**config.mk**
```make
export PLATFORM = sky130hd
export DESIGN_NAME = nav_arbiter
export DESIGN_NICKNAME = d
export VERILOG_FILES = /design/src/rtl/nav_arbiter.sv
export SDC_FILE = /design/constraint.sdc
export NUM_CORES = 1
export LEC_CHECK = 0
export ABC_CLOCK_PERIOD_IN_PS = 6100
export BUFFER_PORTS_ARGS = -buffer_cell sky130_fd_sc_hd__buf_2
export CORE_ASPECT_RATIO = 1.75
export CORE_MARGIN = 1
export CORE_UTILIZATION = 61
export DETAILED_ROUTE_END_ITERATION = 8
export GPL_TIMING_DRIVEN = 0
export PLACE_DENSITY_LB_ADDON = 0.3
export SKIP_CTS_REPAIR_TIMING = 1
export SLEW_MARGIN = 25
export SYNTH_ARGS = -nofsm -noshare
export SYNTH_HDL_FRONTEND = slang
export SYNTH_SLANG_ARGS = --single-unit
```
**constraint.sdc**
```tcl
create_clock -name clk -period 6.1 [get_ports clk]
set_input_delay 0.305 -clock clk [delete_from_list [all_inputs] [get_ports clk]]
set_output_delay 0.305 -clock clk [all_outputs]
set_load 0.05 [all_outputs]
```
**src/rtl/nav_arbiter.sv**
```systemverilog
// Arbitrates the shared navigate unit between the maze solver and the command
// processor, with per-requester pending slots and a sticky move watchdog.
module nav_arbiter #(
  parameter int unsigned TMO_W   = 26,
  parameter int unsigned TMO_CYC = 50_000_000,
  localparam int unsigned HDNG_W = 12
) (
  input  logic              clk,
  input  logic              rst,
  input  logic              cmd_md,
  input  logic              sol_strt_hdng,
  input  logic              sol_strt_mv,
  input  logic [HDNG_W-1:0] sol_hdng,
  input  logic              cmd_strt_hdng,
  input  logic              cmd_strt_mv,
  input  logic [HDNG_W-1:0] cmd_hdng,
  input  logic              nav_mv_cmplt,
  input  logic              clr_err,
  output logic              nav_strt_hdng,
  output logic              nav_strt_mv,
  output logic [HDNG_W-1:0] nav_hdng,
  output logic              sol_mv_cmplt,
  output logic              cmd_mv_cmplt,
  output logic              owner,
  output logic              busy,
  output logic              tmo_err
);

  typedef enum logic [1:0] {IDLE, ISSUE, WAIT, DONE} state_e;

  typedef struct packed {
    logic              vld;
    logic              is_mv;
    logic [HDNG_W-1:0] hdng;
  } slot_t;

  state_e            state_q, state_d;
  slot_t             sol_q, sol_d, cmd_q, cmd_d;
  logic [TMO_W-1:0]  cnt_q, cnt_d;
  logic              strt_hdng_q, strt_hdng_d, strt_mv_q, strt_mv_d;
  logic [HDNG_W-1:0] hdng_q, hdng_d;
  logic              sol_cmplt_q, sol_cmplt_d, cmd_cmplt_q, cmd_cmplt_d;
  logic              owner_q, owner_d, busy_q, busy_d, tmo_err_q, tmo_err_d;
  logic              gnt_cmd, gnt_sol, gnt_mv;
  logic [HDNG_W-1:0] gnt_hdng;

  always_ff @(posedge clk or posedge rst) begin
    if (rst) begin
      state_q     <= IDLE;
      sol_q       <= '0;
      cmd_q       <= '0;
      cnt_q       <= '0;
      strt_hdng_q <= 1'b0;
      strt_mv_q   <= 1'b0;
      hdng_q      <= '0;
      sol_cmplt_q <= 1'b0;
      cmd_cmplt_q <= 1'b0;
      owner_q     <= 1'b0;
      busy_q      <= 1'b0;
      tmo_err_q   <= 1'b0;
    end else begin
      state_q     <= state_d;
      sol_q       <= sol_d;
      cmd_q       <= cmd_d;
      cnt_q       <= cnt_d;
      strt_hdng_q <= strt_hdng_d;
      strt_mv_q   <= strt_mv_d;
      hdng_q      <= hdng_d;
      sol_cmplt_q <= sol_cmplt_d;
      cmd_cmplt_q <= cmd_cmplt_d;
      owner_q     <= owner_d;
      busy_q      <= busy_d;
      tmo_err_q   <= tmo_err_d;
    end
  end

  always_comb begin
    state_d     = state_q;
    sol_d       = sol_q;
    cmd_d       = cmd_q;
    cnt_d       = cnt_q;
    strt_hdng_d = 1'b0;
    strt_mv_d   = 1'b0;
    hdng_d      = hdng_q;
    sol_cmplt_d = 1'b0;
    cmd_cmplt_d = 1'b0;
    owner_d     = owner_q;
    tmo_err_d   = clr_err ? 1'b0 : tmo_err_q;
    gnt_cmd     = 1'b0;
    gnt_sol     = 1'b0;
    gnt_mv      = 1'b0;
    gnt_hdng    = '0;

    case (state_q)
      IDLE: begin
        // Command slot has priority; a faulted arbiter holds all requests.
        if (!tmo_err_q) begin
          gnt_cmd = cmd_q.vld;
          gnt_sol = !cmd_q.vld && sol_q.vld && !cmd_md;
        end
        if (gnt_cmd || gnt_sol) begin
          gnt_mv   = gnt_cmd ? cmd_q.is_mv : sol_q.is_mv;
          gnt_hdng = gnt_cmd ? cmd_q.hdng : sol_q.hdng;
          owner_d  = gnt_cmd;
          if (!gnt_mv) hdng_d = gnt_hdng;
          strt_hdng_d = !gnt_mv;
          strt_mv_d   = gnt_mv;
          state_d     = ISSUE;
        end
      end
      ISSUE: begin
        cnt_d   = '0;
        state_d = WAIT;
      end
      WAIT: begin
        cnt_d = cnt_q + TMO_W'(1);
        // Completion beats a coincident timeout; either way the owner is released.
        if (nav_mv_cmplt || cnt_q == TMO_W'(TMO_CYC - 1)) begin
          if (!nav_mv_cmplt) tmo_err_d = 1'b1;
          sol_cmplt_d = !owner_q;
          cmd_cmplt_d = owner_q;
          state_d     = DONE;
        end
      end
      DONE: state_d = IDLE;
      default: state_d = IDLE;
    endcase

    if (gnt_cmd) begin
      cmd_d.vld = 1'b0;
    end else if (!cmd_q.vld && (cmd_strt_hdng || cmd_strt_mv)) begin
      cmd_d.vld   = 1'b1;
      cmd_d.is_mv = !cmd_strt_hdng;
      cmd_d.hdng  = cmd_hdng;
    end

    // Command mode flushes and blocks the solver slot.
    if (cmd_md || gnt_sol) begin
      sol_d.vld = 1'b0;
    end else if (!sol_q.vld && (sol_strt_hdng || sol_strt_mv)) begin
      sol_d.vld   = 1'b1;
      sol_d.is_mv = !sol_strt_hdng;
      sol_d.hdng  = sol_hdng;
    end

    busy_d = (state_d != IDLE);
  end

  assign nav_strt_hdng = strt_hdng_q;
  assign nav_strt_mv   = strt_mv_q;
  assign nav_hdng      = hdng_q;
  assign sol_mv_cmplt  = sol_cmplt_q;
  assign cmd_mv_cmplt  = cmd_cmplt_q;
  assign owner         = owner_q;
  assign busy          = busy_q;
  assign tmo_err       = tmo_err_q;

endmodule

```
### Word-level counts from Yosys, hierarchy flattened

Index checks and enable logic that the tools add are counted.

| storage, ports and cells | value |
|---|---|
| register bits after elaboration | 75 |
| bits in latches | 0 |
| memory bits (writable) | 0 |
| ROM bits | 0 |
| output and inout bits | 19 |
| memories kept | 0 |

| operators by class | value |
|---|---|
| $add $sub $neg | 1 |
| multiply operators | 0 |
| divide/modulo/power cells | 0 |
| $lt $le $gt $ge | 0 |
| eq/ne operators | 4 |
| shift operators | 0 |
| muxes and demuxes | 28 |
| bitwise logic cells | 3 |
| reduce and logical (&&, ||, !) cells | 25 |

Operators by type and width:

| operator | number |
|---|---|
| 26-bit case mux with 2 select lines | 1 |
| 14-bit 2-to-1 mux | 2 |
| 26-bit by 1-bit adder with 26-bit output, second input constant | 1 |
| 26-bit equality test, second input constant | 1 |
| 1-bit 2-to-1 mux | 21 |
| 12-bit 2-to-1 mux | 1 |
| 2-bit case mux with 4 select lines | 1 |
| 2-bit nonzero test | 4 |
| 1-bit zero test | 7 |
| 2-bit AND reduction | 3 |
| 1-bit logical OR | 5 |
| 2-bit equality test, second input constant | 2 |
| 1-bit logical AND | 4 |
| 2-bit 2-to-1 mux | 2 |
| 1-bit inverter | 3 |
| 3-bit AND reduction | 1 |
| 2-bit by 1-bit equality test with 1-bit output, second input constant | 1 |
| 2-bit zero test | 1 |

### Logic depth before layout (Yosys ltp)

Gate-level depths: netlist of run 1.

| depth | value |
|---|---|
| depth in word-level cells | 9 |
| depth in mapped cells | 8 |
| mapped depth without buffers | 6 |

### Worst setup path after synthesis of run 1

OpenSTA, ideal clock, no wires.

| timing | value |
|---|---|
| kind | flip-flop to flip-flop |
| start | register state_q[0] |
| end | register cnt_q[20] |
| data arrival time | 1911 ps |
| data required time | 6022 ps |
| path slack | 4111 ps |
| stages on the path, launching flop included | 9 |
| path buffers | 2 |
| cells stage by stage | dfrtp_1 -> inv_1 -> ha_1 -> buf_2 -> and3_1 -> nand3_1 -> clkbuf_1 -> or3_2 -> a21oi_1 |

| between the ends | value |
|---|---|
| word-level cells in the longest chain between the ends | 2 |

RTL lines:

| element | RTL line | RTL |
|---|---|---|
| from (decl) | 37 | `state_e state_q, state_d;` |
| from (signal assigned) | 62 | `state_q <= state_d;` |
| 2-bit equality test or 2-bit by 1-bit equality test with 1-bit output (tied branches) | 94 | `case (state_q)` |
| 26-bit case mux with 2 select lines or 2-bit nonzero test (tied branches) | - |  |
| to (signal assigned) | 65 | `cnt_q <= cnt_d;` |
| to (decl) | 39 | `logic [TMO_W-1:0] cnt_q, cnt_d;` |

Parallel ways exist; a longest one is shown, timed or not.
A chain may end at the register's enable or synchronous reset.

### Final worst setup path of run 1

Ends and elaborated chain as after synthesis.

==> results of run 1 <==
per-layer routing:
| layer | track usage (%) | up-vias | routed length, µm |
|---|---|---|---|
| met5 | 0 | - | 0 |
| met4 | 10.44 | 0 | 108 |
| met3 | 6.932 | 11 | 235 |
| met2 | 53.05 | 49 | 4336 |
| met1 | 29.56 | 1271 | 2806 |
| li1 | - | 1183 | - |
layout make-up:
| type | count | area, µm² | share of cell area (%) |
|---|---|---|---|
| flip-flops and latches | 75 | 1877 | 46.64 |
| multi-input cells | 194 | 1440 | 35.79 |
| repair buffers | 53 | 292.8 | 7.276 |
| clock buffers | 9 | 123.9 | 3.078 |
| clock inverters | 7 | 116.4 | 2.892 |
| well taps | 74 | 92.59 | 2.301 |
| plain buffers | 11 | 45.04 | 1.119 |
| inverters | 9 | 36.28 | 0.9017 |
cell families after synthesis:
logic type	share of synthesized area, %
AND/OR/NAND/NOR	15.03
AO/OA/AOI/OAI	7.185
flip-flops	55.27
XOR/XNOR	2.579
buffers and inverters	2.321
multiplexers	16.51
adder cells (fa/ha/maj)	1.105
final timing paths:
check,endpoint,depth (start not counted)
setup / recovery,cnt_q[20]$_DFFE_PP0P_,8
hold / removal,tmo_err$_DFF_PP0_,2
setup reg to reg,cnt_q[20]$_DFFE_PP0P_,8
hold reg to reg,sol_mv_cmplt$_DFF_PP0_,1
max in group asynchronous,sol_q[7]$_DFFE_PP0P_,4
min in group asynchronous,sol_q[11]$_DFFE_PP0P_,3
synth_stat cells, drive strengths merged, types with 4 or more instances:
cell type   n
nand2      15
or4        10
inv         9
mux2       48
clkbuf      8
or3         4
nand4      11
nand3       8
a21oi      15
nor2       15
xor2        5
o31ai       7
nor3        4
nand2b      4
dfrtp      75
nor4        5
xnor2       5
o21ai      12
per-stage QoR:
stage	std cells	setup slack, ns
detailed placement	415	3.758
global route	432	3.527
CTS	431	3.728
global placement	414	3.083
floorplan	289	3.885
finish	432	3.698
flip-flops by register name, summed over array words and instances (netlist names), 2 cells and up:
name / count
cnt_q: 26
cmd_q: 14
state_q: 2
nav_hdng: 12
sol_q: 14
critical path, stage by stage, from the launching register on:
cell	delay (ns)
dfrtp_1	0.36
inv_1	0.06
ha_1	0.29
buf_2	0.19
and3_1	0.29
nand3_1	0.22
clkbuf_1	0.28
or3_2	0.49
a21oi_1	0.14
power by group:
group | switching [mW] | internal (mW) | leakage [nW]
logic | 0.455 | 0.264 | 0.719
registers | 0.0758 | 0.634 | 0.946
clock network | 0.190 | 0.271 | 0.119
total | 0.721 | 1.17 | 1.78
==> results_dict.tcl, run 1 <==
set metrics [dict create \
    clock-root-buffer "clkbuf_8" \
    ys_seq_elements 75 \
    fin_worst_skew_ns 0.005888 \
    rows 35 \
    n_fill_cell 364 \
    hold_ws_ns 0.1338 \
    crit_type "register to register" \
    synthFlopType "dfrtp_1" \
    initial_core_util_pct 64.09 \
    drv_cap 0 \
    fin_util_pct 75.94 \
    hpwl_mm 4.989 \
    endpoint_kind "register" \
    numCtsBuffers 9 \
    overflow 0 \
    cp-startpoint "state_q[0]$_DFF_PP0_" \
    synthTopCellsByArea "dfrtp_1, mux2_2, a21oi_1" \
    syn_nets 325 \
    ios 52 \
    antenna_cells 0 \
    rsz0062_at_grt "no" \
    insertion_delay_ns 0.34 \
    drtPass1Iterations 4 \
    final_cell_mix "dfrtp_1, buf_2, mux2_2" \
    finalSetupViolCount 0 \
    power.density_nw_per_um2 469.8 \
    reg2reg_slack_ns 3.70 \
    hold_start "clr_err" \
    relSlewSlack_pct 56.47 \
    post_dp_cell_area_um2 3774 \
    timing.rr.start "state_q[0]$_DFF_PP0_" \
    die_area_um2 5881 \
    drt_wl_total_mm 7.488 \
    critPathMaxFanout 10 \
    syn_area_per_cell_um2 11.75 \
    cts_tree "yes" \
    syn_to_final_growth_pct 18.50 \
    dieHeight_um 100.7 \
    gp_congestion 0.8373 \
    clock_path_buffers 2 \
    clk_pin_slew_ns 0.08 \
    ys_seq_area_share_pct 55.27 \
    port-buffer-count 51 \
    grt_usage_pct 28.32 \
    report.final.hold_viol_count 0 \
    grt_pass1_wl_mm 12.21 \
    viasPerCell 5.819 \
    tns_ns 0 \
    fmax_ghz 0.4163 \
    yosysWarningCount 0 \
    drt_iter0_drc 105 \
    async_flop_share_pct 100.0 \
    slew_viol_final 0 \
    ir_worst_vdd_uv 366.7 \
    antenna_left 0 \
    grt_max_degree 51 \
    drive_gt1_share_pct 35.20 \
    syn_area_um2 3396 \
    synth_edf_count 0 \
    nets 389 \
    synthCells 289 \
    final_area_um2 4024 \
    startpoint_type "register" \
    wl_per_cell_um 17.33 \
    leakage_nw 1.784 \
    mostFrequentLayoutCell "dfrtp_1" \
    min_period_ns 2.402 \
    worstMarginPinSlew_ns 0.6529 \
    min_path_type "input pin to register" \
    required_ns 6.37 \
    die_x_um 58.40 \
    synth_area_leader_cell "dfrtp_1" \
    core_region_area_um2 5299 \
    yosysTopAreaCellShare_pct 55.27 \
    arrival_ns 2.67 \
    run_status "completed" \
    cts.sinks 75 \
    power_mw 1.890 \
    h-tree-depth 3 \
    finalCritPeriodShare_pct 39.38 \
    antenna_found_initial 0 \
    grt_pass1_vias 2652 \
    yosys.cell_types.count 39 \
    via_count 2514 \
    drc 0 \
]
(Power assumes the default switching activity.)
==> inputs of run 2 (changes only) <==
--- a/config.mk
+++ b/config.mk
@@ -5,11 +5,11 @@
 export SDC_FILE = /design/constraint.sdc
 export NUM_CORES = 1
 export LEC_CHECK = 0
-export ABC_CLOCK_PERIOD_IN_PS = 6100
+export ABC_CLOCK_PERIOD_IN_PS = 2180
 export BUFFER_PORTS_ARGS = -buffer_cell sky130_fd_sc_hd__buf_2
 export CORE_ASPECT_RATIO = 1.75
 export CORE_MARGIN = 1
-export CORE_UTILIZATION = 61
+export CORE_UTILIZATION = 51
 export DETAILED_ROUTE_END_ITERATION = 8
 export GPL_TIMING_DRIVEN = 0
 export PLACE_DENSITY_LB_ADDON = 0.3
==> constraint.sdc (replaced) <==
create_clock -name clk -period 2.18 [get_ports clk]
set_input_delay 0.109 -clock clk [delete_from_list [all_inputs] [get_ports clk]]
set_output_delay 0.109 -clock clk [all_outputs]
set_load 0.05 [all_outputs]
==> results_dict.tcl, run 2 (same netlist as run 1, synthesis figures left out) <==
set metrics [dict create \
    fmax_ghz 0.4645 \
    antenna_left 0 \
    critPathMaxFanout 7 \
    ir_worst_vdd_uv 858.5 \
    fin_util_pct 63.77 \
    p_seq_share_pct 36.0 \
    antenna_cells 0 \
    final_area_um2 4139 \
    dieHeight_um 109.9 \
    grt_pass1_wl_mm 11.90 \
    h-tree-depth 3 \
    required_ns 2.42 \
    worstMarginPinSlew_ns 0.6342 \
    die_area_um2 7001 \
    mostFrequentLayoutCell "dfrtp_1" \
    antenna_found_initial 0 \
    grt_pass1_vias 2576 \
    swShare_pct 36.19 \
    nets 390 \
    finalCritPeriodShare_pct 98.75 \
    crit_type "register to register" \
    relSlewSlack_pct 57.72 \
    path_cells "or4_2 -> nor4_1 -> a21oi_1 -> nor3b_1" \
    net-switching-power_mw 1.976 \
    fin_worst_skew_ns 0.005171 \
    wl_per_cell_um 16.40 \
    grt_usage_pct 22.94 \
    port-buffer-count 51 \
    wl_met2_mm 4.049 \
    grt_max_degree 41 \
    finalSetupViolCount 0 \
    slowest_stage "or4_2" \
    crit_path_max_incr_delay_ns 0.66 \
    viasPerCell 5.723 \
    post_dp_cell_area_um2 3776 \
    leakage_nw 1.821 \
    seq_area_um2 1877 \
    pwr-share-comb_pct 37.3 \
    ios 52 \
    insertion_delay_ns 0.33 \
    largest-register "cnt_q" \
    min_path_type "input pin to register" \
    rows 39 \
    largest_reg_flops 26 \
    clockPowerShare_pct 26.7 \
    drtPass1Iterations 4 \
    multi_input_area_um2 1468 \
    arrival_ns 2.39 \
    clock_path_buffers 2 \
    top_regs "cnt_q x26, cmd_q x14, sol_q x14" \
    run_status "completed" \
    via_count 2518 \
    pre_cts_slack_ns -0.1664 \
    drt-met1-wl_mm 2.696 \
    numCtsBuffers 9 \
    endpoint_kind "register" \
    initial_core_util_pct 52.32 \
    clk_pin_slew_ns 0.05 \
    drive_gt1_share_pct 36.03 \
    setup_ws_ns 0.02715 \
    n_fill_cell 524 \
    gp_congestion 0.8340 \
    core_region_area_um2 6490 \
    drv_cap 0 \
    hpwl_mm 5.093 \
    drt_iter0_drc 99 \
    clock-root-buffer "clkbuf_16" \
    min_period_ns 2.153 \
    syn_to_final_growth_pct 21.89 \
    cts_tree "yes" \
    drt_wl_total_mm 7.214 \
    dr.max_layer_used "met4" \
    power.density_nw_per_um2 1319 \
    power_mw 5.461 \
    report.final.hold_viol_count 0 \
    drc 0 \
    final_cell_mix "dfrtp_1, buf_2, mux2_2" \
    met3_length_um 250 \
    cts.sinks 75 \
    startpoint_type "register" \
    die_x_um 63.68 \
    internal-power_mw 3.485 \
    overflow 0 \
    slew_viol_final 0 \
    rsz0062_at_grt "no" \
]
## run 2: cell types whose count changed in the layout (fill, tap and decap cells not counted), sizes merged
cell | before | now
clkbuf | 17 | 19
buf | 55 | 56
clkinvlp | 1 | 0
dlygate4sd3 | 1 | 3
bufinv | 3 | 1
clkinv | 3 | 1
## run 2: worst paths after layout
check                                      startpoint                     end  slack, ns  cells past startpoint
worst min register to register  cmd_q[12]$_DFFE_PP0P_   cmd_q[12]$_DFFE_PP0P_       0.48                      2
worst max-delay path             cnt_q[9]$_DFFE_PP0P_  sol_mv_cmplt$_DFF_PP0_       0.03                      4
worst min-delay path                    sol_strt_hdng   sol_q[12]$_DFFE_PP0P_      0.004                      2
max in group asynchronous                         rst   cnt_q[17]$_DFFE_PP0P_       1.25                      4
min in group asynchronous                         rst  sol_mv_cmplt$_DFF_PP0_       0.36                      3
worst max register to register   cnt_q[9]$_DFFE_PP0P_  sol_mv_cmplt$_DFF_PP0_       0.03                      4
## run 2: power groups by stage
stage | clock, mW | sequential (mW) | combinational, mW
after global routing | 1.53 | 2.01 | 2.21
after detailed placement | 0 | 1.98 | 2.01
final | 1.46 | 1.96 | 2.04
after floorplan | 0 | 2.48 | 1.03
after global placement | 0 | 1.97 | 1.96
after CTS | 1.49 | 1.97 | 2.01
## run 2: metrics by stage
stage | TNS, ns | instances | hold WS (ns)
floorplan | 0 | 289 | 0.1752
global placement | -52.03 | 422 | 0.2889
detailed placement | -0.3377 | 423 | 0.1612
CTS | -0.5091 | 438 | -0.1901
global route | 0 | 440 | 0.001364
finish | 0 | 440 | 0.003801
## run 2: routing by layer
metal,vias to the layer above,GRT usage [%]
met4,0,13.15
met2,71,41.41
met5,-,0
met1,1246,24.30
met3,17,4.979
li1,1184,-
## run 2: area by class of cell
| class | instances | area share (%) |
|---|---|---|
| sequential | 75 | 45.34 |
| clock buffer | 13 | 6.288 |
| buffer | 10 | 1.330 |
| timing repair buffer | 55 | 7.376 |
| multi-input combinational | 194 | 35.46 |
| tap | 82 | 2.479 |
| clock inverter | 2 | 0.8464 |
| inverter | 9 | 0.8767 |
## run 2: critical path: cells and delay by family, from the launching register on
| kind | cells | cell delay (ns) |
|---|---|---|
| DFF | 1 | 0.46 |
| AOI/OAI and AO/OA | 1 | 0.23 |
| and+or+nand+nor | 3 | 1.37 |
